**config.mk**
```make
export PLATFORM = sky130hd
export DESIGN_NAME = complement_unit
export DESIGN_NICKNAME = d
export VERILOG_FILES = /design/src/rtl/kgp_arith_pkg.sv /design/src/rtl/complement_chunk.sv /design/src/rtl/complement_unit.sv
export SDC_FILE = /design/constraint.sdc
export NUM_CORES = 1
export LEC_CHECK = 0
export ABC_AREA = 1
export CAP_MARGIN = 40
export CORE_MARGIN = 2
export CORE_UTILIZATION = 35
export CTS_CLUSTER_SIZE = 24
export DETAILED_ROUTE_END_ITERATION = 10
export PLACE_DENSITY = 0.64
export RECOVER_POWER = 25
export SYNTH_ARGS = -nofsm -noshare
export SYNTH_HDL_FRONTEND = slang
export SYNTH_HIERARCHICAL = 1
export SYNTH_SLANG_ARGS = --single-unit
```
**constraint.sdc**
```tcl
create_clock -name clk -period 2.1 [get_ports clk]
set_clock_uncertainty 0.05 [all_clocks]
set_input_delay 0.42 -clock clk [delete_from_list [all_inputs] [get_ports clk]]
set_output_delay 0.42 -clock clk [all_outputs]
set_load 0.05 [all_outputs]
```
**src/rtl/kgp_arith_pkg.sv**
```systemverilog
// Shared arithmetic types for the KGP_RISC datapath: complement modes, unit states,
// and an elaboration-time geometry check.
package kgp_arith_pkg;

  typedef enum logic [1:0] {
    CMP_ONES = 2'b00,
    CMP_TWOS = 2'b01,
    CMP_ABS  = 2'b10,
    CMP_PASS = 2'b11
  } cmp_mode_t;

  typedef enum logic {
    ST_IDLE = 1'b0,
    ST_RUN  = 1'b1
  } cmp_state_t;

  // True when an operand of `width` bits splits into whole chunks of `chunk` bits
  function automatic bit chunk_fits(input int unsigned width, input int unsigned chunk);
    return (chunk != 0) && ((width % chunk) == 0);
  endfunction

endpackage

```
**src/rtl/complement_chunk.sv**
```systemverilog
// One CHUNK-wide slice of the complement carry chain: (data ^ invert-mask) + carry_in.
module complement_chunk #(
  parameter int unsigned CHUNK = 8
) (
  input  logic [CHUNK-1:0] data,
  input  logic             invert,
  input  logic             carry_in,
  output logic [CHUNK-1:0] sum,
  output logic             carry_out
);

  // Conditional inversion followed by increment, with the carry-out exposed
  always_comb begin
    {carry_out, sum} = (CHUNK+1)'(data ^ {CHUNK{invert}}) + (CHUNK+1)'(carry_in);
  end

endmodule

```
**src/rtl/complement_unit.sv**
```systemverilog
// Multi-cycle ones'/two's complement, absolute value and pass-through unit.
// Processes CHUNK bits per cycle, LSB first, through a registered carry.
// Optional feature macro: COMPLEMENT_SAT_EN (saturate overflowing results to max positive).
module complement_unit
  import kgp_arith_pkg::*;
#(
  parameter int unsigned WIDTH = 32,
  parameter int unsigned CHUNK = 8
) (
  input  logic             clk,
  input  logic             rst_n,
  input  logic             start,
  input  logic [1:0]       mode,
  input  logic [WIDTH-1:0] inp1,
  output logic             busy,
  output logic             done,
  output logic [WIDTH-1:0] out,
  output logic             ovf
);

  localparam int unsigned N    = WIDTH / CHUNK;
  localparam int unsigned IDXW = (N > 1) ? $clog2(N) : 1;
  localparam logic [IDXW-1:0]  LAST_IDX = IDXW'(N - 1);
  localparam logic [WIDTH-1:0] MOST_NEG = {1'b1, {(WIDTH-1){1'b0}}};
  localparam logic [WIDTH-1:0] MAX_POS  = {1'b0, {(WIDTH-1){1'b1}}};

  // Reject operand/chunk geometries that do not tile evenly
  if (!chunk_fits(WIDTH, CHUNK)) begin : g_width_chk
    $error("complement_unit: WIDTH must be a non-zero multiple of CHUNK");
  end

  cmp_state_t       state, state_n;
  cmp_mode_t        mode_q, mode_n;
  logic [WIDTH-1:0] op_q, op_n;
  logic [IDXW-1:0]  idx, idx_n;
  logic             carry, carry_n;
  logic             inv, inv_n;
  logic [WIDTH-1:0] out_n;
  logic             busy_n, done_n, ovf_n;

  logic [CHUNK-1:0] chunk_c;
  logic [CHUNK-1:0] sum_c;
  logic             cout_c;
  logic             ovf_hit_c;

  // Current operand chunk selected by the running index
  assign chunk_c = op_q[32'(idx) * CHUNK +: CHUNK];

  // Only the most-negative operand overflows, and only when negating
  assign ovf_hit_c = (op_q == MOST_NEG) && ((mode_q == CMP_TWOS) || (mode_q == CMP_ABS));

  complement_chunk #(.CHUNK(CHUNK)) u_chunk (
    .data      (chunk_c),
    .invert    (inv),
    .carry_in  (carry),
    .sum       (sum_c),
    .carry_out (cout_c)
  );

  // Next-state and next-output logic
  always_comb begin
    state_n = state;
    mode_n  = mode_q;
    op_n    = op_q;
    idx_n   = idx;
    carry_n = carry;
    inv_n   = inv;
    out_n   = out;
    busy_n  = busy;
    done_n  = 1'b0;
    ovf_n   = ovf;

    case (state)
      ST_IDLE: begin
        if (start) begin
          op_n    = inp1;
          mode_n  = cmp_mode_t'(mode);
          idx_n   = '0;
          state_n = ST_RUN;
          busy_n  = 1'b1;
          case (cmp_mode_t'(mode))
            CMP_ONES: begin carry_n = 1'b0;               inv_n = 1'b1;               end
            CMP_TWOS: begin carry_n = 1'b1;               inv_n = 1'b1;               end
            CMP_ABS:  begin carry_n = inp1[WIDTH-1];      inv_n = inp1[WIDTH-1];      end
            default:  begin carry_n = 1'b0;               inv_n = 1'b0;               end
          endcase
        end
      end
      ST_RUN: begin
        out_n[32'(idx) * CHUNK +: CHUNK] = sum_c;
        carry_n = cout_c;
        if (idx == LAST_IDX) begin
          state_n = ST_IDLE;
          busy_n  = 1'b0;
          done_n  = 1'b1;
          ovf_n   = ovf_hit_c;
`ifdef COMPLEMENT_SAT_EN
          if (ovf_hit_c) begin
            out_n = MAX_POS;
          end
`endif
        end else begin
          idx_n = idx + 1'b1;
        end
      end
      default: state_n = ST_IDLE;
    endcase
  end

  // State and output registers with synchronous active-low reset
  always_ff @(posedge clk) begin
    if (!rst_n) begin
      state  <= ST_IDLE;
      mode_q <= CMP_ONES;
      op_q   <= '0;
      idx    <= '0;
      carry  <= 1'b0;
      inv    <= 1'b0;
      out    <= '0;
      busy   <= 1'b0;
      done   <= 1'b0;
      ovf    <= 1'b0;
    end else begin
      state  <= state_n;
      mode_q <= mode_n;
      op_q   <= op_n;
      idx    <= idx_n;
      carry  <= carry_n;
      inv    <= inv_n;
      out    <= out_n;
      busy   <= busy_n;
      done   <= done_n;
      ovf    <= ovf_n;
    end
  end

  // MAX_POS is only referenced when saturation is built in
  logic unused_c;
  assign unused_c = ^MAX_POS;

endmodule

```
# After elaboration in Yosys (flattened, before gate mapping)
# Index checks and enable logic that the tools add are counted.
dict set report totals {
  regBits 74
  latchBits 0
  mem_bits_rw 0
  mem_bits_ro 0
  output_inout_bits 35
  wordCells 51
  mem_count 0
}
dict set report op_classes {
  addsub 3
  n_mul 0
  div 0
  n_lt_le_gt_ge 0
  eq_ne 9
  shifts 3
  n_mux 15
  bitwise_logic 2
  reduce_logical 9
}
# cell count
set ops {}
lappend ops {{$neg A5 Y34} 1}
lappend ops {{$shift A8 B34 Y32 const A} 1}
lappend ops {{$shiftx A8 B34 Y32} 1}
lappend ops {{$bwmux W32} 1}
lappend ops {{$eq A32 B32 Y1 const B} 1}
lappend ops {{$shiftx A32 B6 Y8} 1}
lappend ops {{$pmux W1 S2} 5}
lappend ops {{$reduce_and A2 Y1} 5}
lappend ops {{$add A9 B1 Y9} 1}
lappend ops {{$xor A8 B8 Y8} 1}
lappend ops {{$eq A2 B2 Y1 const B} 3}
lappend ops {{$mux W1} 6}
lappend ops {{$eq A2 B1 Y1 const B} 2}
lappend ops {{$mux W2} 2}
lappend ops {{$ne A2 B2 Y1 const B} 2}
lappend ops {{$pmux W2 S2} 1}
lappend ops {{$add A2 B1 Y2 const B} 1}
lappend ops {{$logic_not A2 Y1} 1}
lappend ops {{$ne A2 B1 Y1 const B} 1}
lappend ops {{$reduce_or A2 Y1} 1}
lappend ops {{$logic_and A1 B1 Y1} 1}
lappend ops {{$logic_or A1 B1 Y1} 1}
lappend ops {{$not A1 Y1} 1}

# Logic depth before layout (Yosys ltp)
dict set report depth {
  depth_word 5
  ltp_mapped 17
  mapped_depth_nobuf 16
}

# Cells and area by module
# Netlist, hierarchy kept.
# mod instances cells_per_inst area_each_um2
set modules_own_cells {}
lappend modules_own_cells {complement_unit 1 438 3203.1}
lappend modules_own_cells {complement_chunk 1 59 412.9}

# Least setup slack after synthesis
# Ideal clock, no wire load.
dict set report synth_timing {
  kind {flip-flop to flip-flop}
  start {register idx[1]}
  end {register out[27]}
  setup_ns 0.070
  t_arrival_ns 2.120
  setup_slack_ns -0.141
  path_stages_with_launch 14
  cell_sequence {dfxtp_1 inv_1 clkbuf_1 o21ai_0 o22ai_1 xor2_1 ha_1 nand3_1 nor2_4 xor2_1 nand2_1 inv_1 nand2_1 a21oi_1}
}
dict set report synth_via {
  elab_chain_cells 5
  elab_cells_between_ends 7
}
# item line_no
set synth_rtl {}
lappend synth_rtl {{start, declared} complement_unit.sv:35} ;# logic [IDXW-1:0] idx, idx_n;
lappend synth_rtl {{start signal, assigned} complement_unit.sv:127} ;# idx <= idx_n;
lappend synth_rtl {{$shiftx A32 B6 Y8} complement_unit.sv:47} ;# assign chunk_c = op_q[32'(idx) * CHUNK +: CHUNK];
lappend synth_rtl {{net chunk_c[0]} complement_unit.sv:41} ;# logic [CHUNK-1:0] chunk_c;
lappend synth_rtl {{$xor A8 B8 Y8} complement_chunk.sv:14} ;# {carry_out, sum} = (CHUNK+1)'(data ^ {CHUNK{invert}}) + (CHUNK+1)'(carry_in);
lappend synth_rtl {{$add A9 B1 Y9} complement_chunk.sv:14}
lappend synth_rtl {{net sum_c[3]} complement_unit.sv:42} ;# logic [CHUNK-1:0] sum_c;
lappend synth_rtl {{$shiftx A8 B34 Y32} complement_unit.sv:90} ;# out_n[32'(idx) * CHUNK +: CHUNK] = sum_c;
lappend synth_rtl {{$bwmux W32} complement_unit.sv:90}
lappend synth_rtl {{end signal, assigned} complement_unit.sv:130} ;# out <= out_n;
lappend synth_rtl {{end, declared} complement_unit.sv:17} ;# output logic [WIDTH-1:0] out,
# The timed path passes the listed nets, and every way through them passes these cells.
# A chain may end at the register's enable or synchronous reset.

# Worst setup path in the final report
dict set report layout_timing {
  start {register idx[0]}
  end {register out[14]}
}
# Same word-level chain as after synthesis.

==> Implementation_results.wiki <==
{| class="wikitable"
! Metric !! Value
|-
| Run status || finished, final reports clean
|-
| Tightest hold margin || roughly 0.42 ns
|-
| Design area || around 0.0050 mm²
|-
| Critical path data arrival time || 2.28 ns
|-
| Sum of negative setup slack || 0 ns
|-
| Mean instance size in the synthesized netlist || between 7 and 8 µm²
|-
| Startpoint kind of the worst setup timing path || flop
|-
| Die width || roughly 110 µm
|-
| Most used cells in the layout excluding fill and tap cells || 88 x nand2_1, 84 x nor2_1, 72 x dfxtp_1
|-
| Leakage || ~2 nW
|-
| WL per Instance || roughly 13 µm
|-
| Sequential fraction of the synthesis area || 41.0%
|-
| CTS root buf || clkbuf_8
|-
| Grt ovf || 0
|-
| Data required time of the critical path || roughly 2.3 ns
|-
| Vias in the first global route || 3324
|-
| Slew at the pin closest to its max-slew limit || 0.582 ns
|-
| Post-Synthesis Net Count || ~550
|-
| Mapped cell area || 0.00362 mm²
|-
| I/O pins || 72
|-
| Number of buffers added on ports || 71
|-
| Total DRC errors in the routed layout || 0
|-
| Unrepaired setup endpoints after global routing || true
|-
| Area of the die || ~0.011 mm²
|-
| Overall routed net length || approximately 9000 µm
|-
| N_diodes || 0
|-
| Max cap viols || 0
|-
| Die height || about 110 µm
|-
| Row Count || 37
|-
| Vias per Instance || 4.80
|-
| Number of levels the H-tree was split into || 3
|-
| Dpl cell area || between 0.004 and 0.005 mm²
|-
| Violation count after the first detailed-routing iteration || between 100 and 150
|-
| Worst-skew pair later-pin latency || about 0.35 ns
|-
| Longest Clk Path Bufs || 2
|-
| Global-route usage over all layers || between 15 and 20%
|-
| Synth warnings || 6
|-
| Pre-antenna DRT Iters || 4
|-
| Relative slew margins || 61.2%
|-
| Worst setup slack before clock tree synthesis || -0.0289 ns
|-
| Number of different library cells in the post-synthesis netlist || 32
|-
| Final Core Density || roughly half
|-
| RD Place Congestion || approximately 0.86
|-
| Commonest non-fill, non-tap cell in the layout || nand2_1
|-
| Via total after detailed routing || roughly 3500
|-
| Initial Util || between 30% and 40%
|-
| Share of the clock period used by the worst path after layout || just under 100%
|-
| Number of hold-slack violations in the final timing report || 0
|-
| Share of post-route cells with drive strength above 1 || roughly 17%
|-
| Number of pins with negative max-slew slack in the final report || 0
|-
| First-pass GRT wire length || 15100 µm
|-
| Layout overhead on the synthesized area || 37.2%
|-
| Hold WC Path Type || reg2reg
|-
| Slack of the critical path || between 0.05 and 0.06 ns
|-
| Maximum resistive drop on vdd || around 0.38 mV
|-
| Setup violation total in the final timing report || 0
|-
| Largest net degree at the start of global routing || 35
|-
| Register bit count reported by yosys || 74
|-
| Core ar. || between 0.01 and 0.015 mm²
|-
| Half-perimeter wire length of the detailed placement result || just under 7000 µm
|-
| Maximum clock frequency || about 0.49 GHz
|-
| Antenna-violating nets left || 0
|-
| Nature of the critical path endpoint || flop
|-
| Type of the setup path with the least slack || reg2reg
|-
| Clock-pin slew on the worst setup and hold paths || around 0.08 ns
|-
| Post-synthesis instance total || slightly below 500
|-
| Cts bufs inserted || 9
|-
| Initial antenna violation count || 0
|-
| CTS tree || done
|-
| Net count of the finished layout || about 630
|-
| Largest driver fanout on the critical path || 7
|-
| Pwr dens || between 700 and 800 mW/mm²
|-
| Shortest clock period the worst path allows after layout || between 2 and 2.5 ns
|-
| CTS sink count || 74
|}
[cell usage after synthesis, drive strengths merged]
| master | count | area, µm² |
|---|---|---|
| nand2 | 107 | 477 |
| nor2 | 92 | 389 |
| dfxtp | 74 | 1480 |
| a21oi | 57 | 285 |
| o21ai | 51 | 255 |
| inv | 37 | 146 |
| nand3 | 25 | 143 |
| clkbuf | 14 | 52.6 |
| ha | 12 | 150 |
| buf | 7 | 50.1 |
| nor3 | 4 | 53.8 |
| o22ai | 4 | 25.0 |
| xor2 | 4 | 42.6 |
| nand3b | 2 | 15.0 |
| o21bai | 2 | 15.0 |
| xnor2 | 2 | 17.5 |
| a21o | 1 | 7.51 |
| and3 | 1 | 6.26 |
| clkinv | 1 | 3.75 |
[cell type report]
class                      count  area [µm²]
multi-input combinational    364        2000
clock inverter                 6         115
clock buffer                  10         128
fill                        1022        5230
timing repair buffer          96         901
sequential                    74        1490
tap                          136         170
inverter                      38         155
[logic make-up after synthesis]
kind of cell	after synthesis	synth area share (%)
and+or+nand+nor	231	30.0
AOI/OAI and AO/OA	115	16.3
DFF	74	41.0
buffers and inverters	59	6.99
adders and majority gates	12	4.15
xor gates and xnor gates	6	1.66
[flip-flops by register name (all words and copies together) (netlist names)]
signal	count
ovf	1
mode_q	2
done	1
idx	2
op_q	32
busy	1
carry	1
inv	1
state	1
out	32
[worst max-delay path: stages, from the launching register on]
cell and delay (ns):
dfxtp_4 0.38, inv_6 0.08, nor2_2 0.04, o22ai_2 0.22, xor2_2 0.19, ha_2 0.22, nand3_4 0.10, nor2_8 0.16
nand3b_1 0.11, nand2_2 0.11, nand2_2 0.06, inv_2 0.05, nand2_1 0.06, a21oi_2 0.15
[path summary, 6_finish.rpt]
kind,cells past startpoint,end,from,slack [ns]
hold reg to reg,2,out[8],out[8],0.42
setup / recovery,13,out[14],idx[0],0.06
setup reg to reg,13,out[14],idx[0],0.06
hold / removal,2,out[8],out[8],0.42
[power by group]
part           internal (mW)  switching, mW
clock network          0.793          0.545
logic                  0.315          0.479
registers               1.48         0.0606
total                   2.59           1.08
[metal layers]
layer,track usage (%),vias to the layer above,share of wire [%]
li1,-,1780,-
met2,29.2,82,50
met5,0,-,0
met1,19.8,1607,44
met3,4.33,8,4.9
met4,6.30,0,1.1
[per-stage QoR]
| step | power (mW) | cells |
|---|---|---|
| after global placement | 2.28 | 704 |
| after floorplan | 2.04 | 497 |
| after detailed placement | 2.29 | 704 |
| after CTS | 3.65 | 720 |
| after global routing | 3.87 | 724 |
| final | 3.67 | 724 |
[what timing repair did]
item                       4_1_cts  5_1_grt
setup endpoints to repair        6       27
gates resized for setup          5       40
hold buffers                     0        0
buffers inserted                 0        4
pin swaps                        1       20
(Power assumes the default switching activity.)
